**src/rtl/hilo_unit.sv**
```systemverilog
// hilo_unit: HI/LO register pair with a 32-step restoring divider; HI/LO write forwarding to EXE
// is compiled in when HILO_FWD_EN is defined.
module hilo_unit #(
   parameter int WIDTH_REG  = 32,
   parameter int DIV_CYCLES = 32
) (
   input  logic                   clk,
   input  logic                   rst_n,
   input  logic                   mem_i_hilowe,
   input  logic [2*WIDTH_REG-1:0] mem_i_mulres,
   input  logic                   wb_i_hilowe,
   input  logic [2*WIDTH_REG-1:0] wb_i_mulres,
   input  logic                   div_i_start,
   input  logic                   div_i_signed,
   input  logic [WIDTH_REG-1:0]   div_i_dividend,
   input  logic [WIDTH_REG-1:0]   div_i_divisor,
   output logic                   div_o_busy,
   output logic                   div_o_done,
   output logic [WIDTH_REG-1:0]   hi_o,
   output logic [WIDTH_REG-1:0]   lo_o
);
   localparam int CW = (DIV_CYCLES > 1) ? $clog2(DIV_CYCLES) : 1;
   localparam logic [CW-1:0] LAST = CW'(DIV_CYCLES - 1);
   typedef enum logic [1:0] {IDLE, CALC, FIX} state_t;
   state_t state, state_nx;
   logic [WIDTH_REG-1:0] hi_q, lo_q, quo_q, dvs_q, abs_a, abs_b, quo_fix, rem_fix;
   logic [WIDTH_REG:0]   rem_q, shifted;
   logic [WIDTH_REG+1:0] diff;
   logic [CW-1:0]        cnt_q;
   logic                 sign_q, sign_r, zero_q, neg;
   assign abs_a   = (div_i_signed && div_i_dividend[WIDTH_REG-1]) ? -div_i_dividend : div_i_dividend;
   assign abs_b   = (div_i_signed && div_i_divisor[WIDTH_REG-1]) ? -div_i_divisor : div_i_divisor;
   assign shifted = {rem_q[WIDTH_REG-1:0], quo_q[WIDTH_REG-1]};
   assign diff    = {1'b0, shifted} - {2'b0, dvs_q};
   assign neg     = diff[WIDTH_REG+1];
   // Divide-by-zero keeps the raw unsigned quotient; remainder fix restores the original dividend
   assign quo_fix = (sign_q && !zero_q) ? -quo_q : quo_q;
   assign rem_fix = sign_r ? -rem_q[WIDTH_REG-1:0] : rem_q[WIDTH_REG-1:0];
   assign div_o_busy = (state != IDLE);
   assign div_o_done = (state == FIX);
   always_comb begin
      state_nx = state;
      state_nx = (state == IDLE && div_i_start) ? CALC :
                 (state == CALC && cnt_q == LAST) ? FIX :
                 (state == FIX) ? IDLE : state;
   end
   always_ff @(posedge clk or negedge rst_n) begin
      if (!rst_n) state <= IDLE;
      else        state <= state_nx;
   end
   always_ff @(posedge clk or negedge rst_n) begin
      if (!rst_n) begin
         quo_q  <= '0;
         dvs_q  <= '0;
         rem_q  <= '0;
         cnt_q  <= '0;
         sign_q <= 1'b0;
         sign_r <= 1'b0;
         zero_q <= 1'b0;
      end else if (state == IDLE && div_i_start) begin
         quo_q  <= abs_a;
         dvs_q  <= abs_b;
         rem_q  <= '0;
         cnt_q  <= '0;
         sign_q <= div_i_signed & (div_i_dividend[WIDTH_REG-1] ^ div_i_divisor[WIDTH_REG-1]);
         sign_r <= div_i_signed & div_i_dividend[WIDTH_REG-1];
         zero_q <= (div_i_divisor == '0);
      end else if (state == CALC) begin
         rem_q <= neg ? shifted : diff[WIDTH_REG:0];
         quo_q <= {quo_q[WIDTH_REG-2:0], ~neg};
         cnt_q <= cnt_q + 1'b1;
      end
   end
   // Divider commit takes precedence over a coincident WB write
   always_ff @(posedge clk or negedge rst_n) begin
      if (!rst_n) begin
         hi_q <= '0;
         lo_q <= '0;
      end else if (state == FIX) begin
         hi_q <= rem_fix;
         lo_q <= quo_fix;
      end else if (wb_i_hilowe) begin
         hi_q <= wb_i_mulres[2*WIDTH_REG-1:WIDTH_REG];
         lo_q <= wb_i_mulres[WIDTH_REG-1:0];
      end
   end
`ifdef HILO_FWD_EN
   assign hi_o = mem_i_hilowe ? mem_i_mulres[2*WIDTH_REG-1:WIDTH_REG] :
                 wb_i_hilowe  ? wb_i_mulres[2*WIDTH_REG-1:WIDTH_REG] : hi_q;
   assign lo_o = mem_i_hilowe ? mem_i_mulres[WIDTH_REG-1:0] :
                 wb_i_hilowe  ? wb_i_mulres[WIDTH_REG-1:0] : lo_q;
`else
   logic unused_fwd;
   assign unused_fwd = mem_i_hilowe ^ (^mem_i_mulres);
   assign hi_o = hi_q;
   assign lo_o = lo_q;
`endif
endmodule

```
**config.mk**
```make
export PLATFORM = sky130hd
export DESIGN_NAME = hilo_unit
export DESIGN_NICKNAME = d
export VERILOG_FILES = /design/src/rtl/hilo_unit.sv
export SDC_FILE = /design/constraint.sdc
export NUM_CORES = 1
export LEC_CHECK = 0
export BUFFER_PORTS_ARGS = -buffer_cell sky130_fd_sc_hd__buf_2
export CELL_PAD_IN_SITES_DETAIL_PLACEMENT = 1
export CELL_PAD_IN_SITES_GLOBAL_PLACEMENT = 2
export CORE_ASPECT_RATIO = 2
export CORE_MARGIN = 3
export CORE_UTILIZATION = 32
export DETAILED_ROUTE_END_ITERATION = 7
export PLACE_DENSITY = 0.84
export RECOVER_POWER = 25
export SLEW_MARGIN = 30
export SYNTH_ARGS = -nofsm -noshare
export SYNTH_HDL_FRONTEND = slang
export SYNTH_SLANG_ARGS = --single-unit
export TNS_END_PERCENT = 5
```
**constraint.sdc**
```tcl
create_clock -name clk -period 4.5 [get_ports clk]
set_input_delay 0.9 -clock clk [delete_from_list [all_inputs] [get_ports clk]]
set_output_delay 0.9 -clock clk [all_outputs]
set_load 0.005 [all_outputs]
```
==> impl_metrics.py, run 1 <==
metrics = {
    "synthesis": {
        "synth_top_family_by_area": "compound AO/OA/AOI/OAI gates",
        "synth_edf_count": 0,
        "syn_area_mm2": 0.01171,
        "postSynthCellCount": 1422,
        "synth-adder-area-share": 0.04230,
        "ys_seq_elements": 170,
        "ys.flop_type": "dfrtp_1",
        "ys_seq_area_frac": 0.3632,
        "synth-async-reset-ratio": 1.000,
        "synthXorXnorAreaFrac": 0.1077,
        "ys_types": 57,
        "synth_mux_area_frac": 0.06260,
        "yosysWarnings": 0,
        "synth_nets": 1659,
        "synth-simple-area-share": 0.1832,
        "avgSynthCellArea_um2": 8.237,
        "synth_compound_area_frac": 0.1990,
    },
    "power": {
        "power.total_mw": 10.42,
        "power.density_mw_per_mm2": 757.3,
        "vdd_ir_drop_max_mv": 0.2850,
        "p_leak_nw": 6.085,
    },
    "place": {
        "dp_hpwl_mm": 30.42,
        "pre_cts_slack_ns": 0.4825,
        "placed_cells": 2014,
        "gp_congestion": 0.8666,
        "placed_area_mm2": 0.01317,
        "portBuffers": 198,
    },
    "grt": {
        "grt_pass1_wl_mm": 60.97,
        "grt_use_total": 0.1951,
        "antenna_found_initial": 2,
        "grt.overflow.total": 0,
        "grt_pass1_vias": 11560,
        "grt_max_degree": 106,
    },
    "clocking": {
        "cts_hold_buf": 0,
        "cts.htree.levels": 4,
        "clk_latency_ns": 0.46,
        "cts_root_buffer": "clkbuf_16",
        "cts_sinks": 170,
        "path_clk_slew_ns": 0.07,
        "cts_buffer_depth": 2,
        "ctsResizeCount": 0,
        "cts_tree": "built",
        "cts_buffers": 17,
        "cts_setup_buffers": 0,
    },
    "timing": {
        "setup_ws_ns": 0.8941,
        "min_period_over_period": 0.8013,
        "post-route-min-period_ns": 3.606,
        "skew_ns": 0.01292,
        "maxSlewViolCount": 83,
        "rsz0062_at_grt": "false",
        "fmax_mhz": 277.3,
        "setup-violations-final": 0,
        "fin_setup_tns_ns": 0,
        "maxSlewHeadroom": -0.4791,
        "final_hold_viol_count": 0,
        "worst_pin_slew_ns": 2.219,
    },
    "routing": {
        "vias": 10900,
        "top_layer": "met4",
        "route.met2.wl_mm": 21.99,
        "drc_errors": 0,
        "routed-wl-met3_mm": 1.102,
        "wirelength_mm": 38.10,
        "wl_met1_mm": 13.91,
        "initialDrtViolationCount": 435,
        "drtPass1Iterations": 4,
        "final_antenna_net_count": 0,
        "post_drt_wl_per_cell_um": 18.61,
        "viasPerCell": 5.325,
    },
    "layout": {
        "stdcell_area_mm2": 0.01376,
        "fillers": 4429,
        "area_delta_synth_final_pct": 17.52,
        "drive_above_1_share": 0.1723,
        "layout.nets": 1820,
        "final_cells": 2047,
    },
    "floorplan": {
        "dieHeight_um": 276.6,
        "ioPinCount": 264,
        "rows": 98,
        "start_util": 0.3260,
        "fp.dieArea_mm2": 0.03907,
        "core-area_mm2": 0.03593,
        "die_x_um": 141.3,
    },
    "worst_setup_path": {
        "worstSetupPathType": "flop to flop",
        "endpoint_kind": "flop",
        "arrival_ns": 3.94,
        "crit_required_ns": 4.83,
        "crit_fanout": 6,
        "worst_setup_path_start_kind": "flop",
    },
    "job": {
        "max_cap_viol_count": 1,
    },
    "min_path": {
        "hold_class": "flop to flop",
    },
    "outcome": {
        "violations": "capacitance limit, slew limit",
        "outcome": "complete, but fails checks",
    },
}
## layer usage
metal  GRT usage  up-vias
met5           0        -
met4     0.06988        0
met3     0.02527       50
met2      0.3918      209
met1      0.1983     5326
li1            -     5315
## cells in the final DEF (no fill, tap or decap), types with 20 or more instances in the layout
cell,count
nor3_1,20
dfrtp_1,169
nand2_1,213
inv_1,53
nor2_1,98
a21oi_1,81
mux2i_1,62
a31oi_1,32
ha_1,38
nand3_1,48
xor2_1,60
buf_2,196
o31ai_1,22
o21ai_0,177
xnor2_1,84
## worst max-delay path, stage by stage, from the launching register on
cell and delay, ns:
dfrtp_1 0.49, nor4_2 0.40, nand2_1 0.16, or4_1 0.48
or4_1 0.48, or4_4 0.46, or3_4 0.36, o31ai_1 0.29
xor2_1 0.28, o21ai_1 0.08
## registers in the layout, indices dropped and copies added (netlist names)
name and flops:
cnt_q 5, dvs_q 32, hi_o 32, lo_o 32
quo_q 32, rem_q 32, sign_q 1, sign_r 1
state 2, zero_q 1
## layout make-up
class | count | area, um2 | area share
clock inverter | 15 | 183.9 | 0.01336
inverter | 55 | 206.4 | 0.01500
timing repair buffer | 218 | 1136 | 0.08254
clock buffer | 17 | 425.4 | 0.03091
multi-input combinational | 1121 | 6992 | 0.5080
sequential | 170 | 4255 | 0.3092
tap | 450 | 563.0 | 0.04091
antenna | 1 | 2.502 | 0.0001818
## cell usage after synthesis (15+ instances only)
| cell | count | area, um2 |
|---|---|---|
| nand2_1 | 214 | 803.3 |
| o21ai_0 | 177 | 885.9 |
| dfrtp_1 | 170 | 4254 |
| nor2_1 | 98 | 367.9 |
| xnor2_1 | 84 | 735.7 |
| a21oi_1 | 81 | 405.4 |
| clkbuf_1 | 68 | 255.2 |
| mux2i_1 | 62 | 620.6 |
| xor2_1 | 60 | 525.5 |
| inv_1 | 54 | 202.7 |
| nand3_1 | 48 | 240.2 |
| ha_1 | 38 | 475.5 |
| a31oi_1 | 32 | 200.2 |
| o31ai_1 | 22 | 165.2 |
| nor3_1 | 20 | 100.1 |
| nand2b_1 | 15 | 93.84 |
| or4_1 | 15 | 112.6 |
## kinds of logic (layout without fill, tap and decap cells)
logic type,count (synthesis),in the layout
simple gates,471,471
compound gates,395,395
flops,170,170
xor+xnor,144,144
buf+inv,131,305
mux,72,72
fa+ha+maj,39,39
other cells,0,1
## final timing paths
| path | cells after the start | slack [ns] | to | from |
|---|---|---|---|---|
| worst max-delay path | 9 | 0.89 | hi_o[31] | rem_q[5] |
| worst min register to register | 2 | 0.48 | dvs_q[20] | dvs_q[20] |
| min in group asynchronous | 1 | 1.05 | lo_o[10] | rst_n |
| max in group asynchronous | 2 | 1.20 | dvs_q[2] | rst_n |
| worst min-delay path | 2 | 0.48 | dvs_q[20] | dvs_q[20] |
| worst max register to register | 9 | 0.89 | hi_o[31] | rem_q[5] |
## through the flow
step           hold slack, ns    util
2_1_floorplan          0.4494       -
3_3_place_gp           0.4620  0.3664
3_5_place_dp           0.4705  0.3664
4_1_cts                0.4863  0.3834
5_1_grt                0.5058  0.3831
6_report               0.4794  0.3831
## power breakdown
group	internal, mW	switching [mW]	total (mW)
combinational	2.45	3.48	5.93
sequential	2.17	0.791	2.96
clock	0.841	0.695	1.54
total	5.46	4.96	10.4
Power figures use the tool's default switching activity.
==> run 2, diff against run 1 <==
Clock period 4.5 ns to 3.47 ns, I/O delays scaled along.
==> run 2 against run 1 <==
Against the previous run:
- the run still ends with capacitance limit, slew limit left
- cell count up 2.8%
- setup slack lost 0.83 ns
- maximum frequency increased by 5.7%
- critical path depth rose by 2
- utilization grew 1.4 points
- via count is 1.2% higher
- non-clock buffer count rose by 55
- register-to-register slack got worse by 0.83 ns
- combinational power grew 39%
- flip-flop and latch count stayed put
- clock skew decreased by 0.0013 ns
- critical path type unchanged
- critical endpoint is now hi_o[30]
==> impl_metrics.py, run 2 (synthesis results as in run 1) <==
metrics = {
    "routing": {
        "vias": 11030,
        "drtPass1Iterations": 4,
        "final_antenna_net_count": 0,
        "wirelength_mm": 38.52,
        "initialDrtViolationCount": 269,
        "viasPerCell": 5.240,
        "post_drt_wl_per_cell_um": 18.30,
        "drc_errors": 0,
    },
    "timing": {
        "min_period_over_period": 0.9828,
        "maxSlewHeadroom": -0.03945,
        "skew_ns": 0.01157,
        "worst_pin_slew_ns": 1.559,
        "fmax_mhz": 293.2,
        "fin_setup_tns_ns": 0,
        "post-route-min-period_ns": 3.410,
        "maxSlewViolCount": 59,
        "setup-violations-final": 0,
        "rsz0062_at_grt": "true",
        "final_hold_viol_count": 0,
    },
    "layout": {
        "area_delta_synth_final_pct": 21.95,
        "fin_util": 0.3976,
        "layout_common_cells": "213 x nand2_1, 196 x buf_2, 176 x o21ai_0",
        "layout.nets": 1875,
        "final_common_cell": "nand2_1",
        "drive_above_1_share": 0.2047,
    },
    "power": {
        "p_leak_nw": 6.383,
        "vdd_ir_drop_max_mv": 0.4902,
        "power.density_mw_per_mm2": 981.3,
    },
    "min_path": {
        "hp-start": "dvs_q[25]",
        "hold_class": "flop to flop",
        "worstHoldPathCells": 2,
        "worst_hold_path.endpoint": "dvs_q[25]",
    },
    "clocking": {
        "cts.htree.levels": 4,
        "cts_buffers": 17,
        "clk_latency_ns": 0.46,
        "cts_tree": "built",
        "cts_sinks": 170,
        "path_clk_slew_ns": 0.07,
        "cts_buffer_depth": 2,
        "cts_root_buffer": "clkbuf_16",
    },
    "outcome": {
        "outcome": "complete, but fails checks",
        "violations": "capacitance limit, slew limit",
    },
    "floorplan": {
        "ioPinCount": 264,
        "dieHeight_um": 276.6,
        "fp.dieArea_mm2": 0.03907,
        "die_x_um": 141.3,
        "core-area_mm2": 0.03593,
        "rows": 98,
        "start_util": 0.3260,
    },
    "grt": {
        "antenna_found_initial": 4,
        "grt_use_total": 0.1968,
        "grt.overflow.total": 0,
        "grt_max_degree": 66,
        "grt_pass1_wl_mm": 61.73,
        "grt_pass1_vias": 11830,
    },
    "worst_setup_path": {
        "rr_worst_depth": 11,
        "endpoint_kind": "flop",
        "crit_required_ns": 3.80,
        "worst_setup_path_start_kind": "flop",
        "r2r_setup_slack_ns": 0.06,
        "reg2reg_to": "hi_o[30]",
        "r2r_start": "rem_q[1]",
        "crit_fanout": 5,
        "arrival_ns": 3.74,
        "worstSetupPathType": "flop to flop",
    },
    "place": {
        "dp_hpwl_mm": 31.17,
        "portBuffers": 198,
        "gp_congestion": 0.8701,
    },
    "job": {
        "max_cap_viol_count": 1,
    },
}
[run 2: changes by cell type in the layout (fill, tap and decap cells not counted), moves of 3 or more]
cell      change
buf_4        +55
buf_12        +3
diode_2       +3
clkbuf_1      -3
[run 2: cell type report]
class / count / area [um2]
Sequential cell: 170 / 4255
Clock buffer: 18 / 439.2
Tap cell: 450 / 563.0
Timing Repair Buffer: 273 / 1592
Multi-Input combinational cell: 1121 / 7038
Fill cell: 4371 / 21640
Inverter: 55 / 206.4
Clock inverter: 14 / 180.2
Antenna cell: 4 / 10.01
[run 2: worst max-delay path by stage]
stage | end | cells after the start | start | slack, ns
finish | hi_o[30] | 11 | rem_q[1] | 0.06
global route | hi_o[30] | 11 | rem_q[1] | -0.10
CTS | hi_o[24] | 12 | rem_q[1] | 0.01
detailed placement | quo_q[28] | 13 | div_i_dividend[8] | -0.24
global placement | quo_q[28] | 13 | div_i_dividend[8] | -0.25
floorplan | quo_q[29] | 9 | div_i_dividend[8] | 0.26
[run 2: repair_timing]
action,CTS,global route
hold endpoints to repair,0,0
resized for setup,0,9
setup endpoints to repair,0,9
setup buffers,0,0
hold buffers,0,0
[run 2: critical path, stage by stage (launching register included)]
cell and delay, ns:
dfrtp_2 0.44, inv_1 0.09, ha_1 0.15, nand2b_1 0.11, nand2b_1 0.19, or4_4 0.44
or4_4 0.49, or4_4 0.44, or3_4 0.42, o21ai_2 0.18, xor2_1 0.22, o21ai_0 0.11
[run 2: report_power, final]
group	switching [mW]	leakage, nW	internal [mW]
sequential	0.920	2.03	2.81
combinational	4.73	4.05	3.54
clock	0.905	0.298	1.11
[run 2: metrics by stage]
stage / hold WS, ns / area (um2) / setup WS, ns / power, mW / cells
after floorplan: 0.3984 / 11710 / 0.2588 / 9.316 / 1422
final: 0.4777 / 14280 / 0.05954 / 14.02 / 2105
after detailed placement: 0.4715 / 13630 / -0.2428 / 12.01 / 2069
after CTS: 0.2133 / 14250 / 0.01473 / 14.10 / 2101
after global placement: 0.4612 / 13630 / -0.2519 / 11.70 / 2069
after global routing: 0.5140 / 14280 / -0.1033 / 15.37 / 2105
[run 2: metal layers]
layer / up-vias / routed length, um / global-route usage
li1: 5427 / - / -
met4: 0 / 1294 / 0.08356
met3: 64 / 1228 / 0.03063
met2: 216 / 21820 / 0.3875
met5: - / 0 / 0
met1: 5324 / 14180 / 0.1980
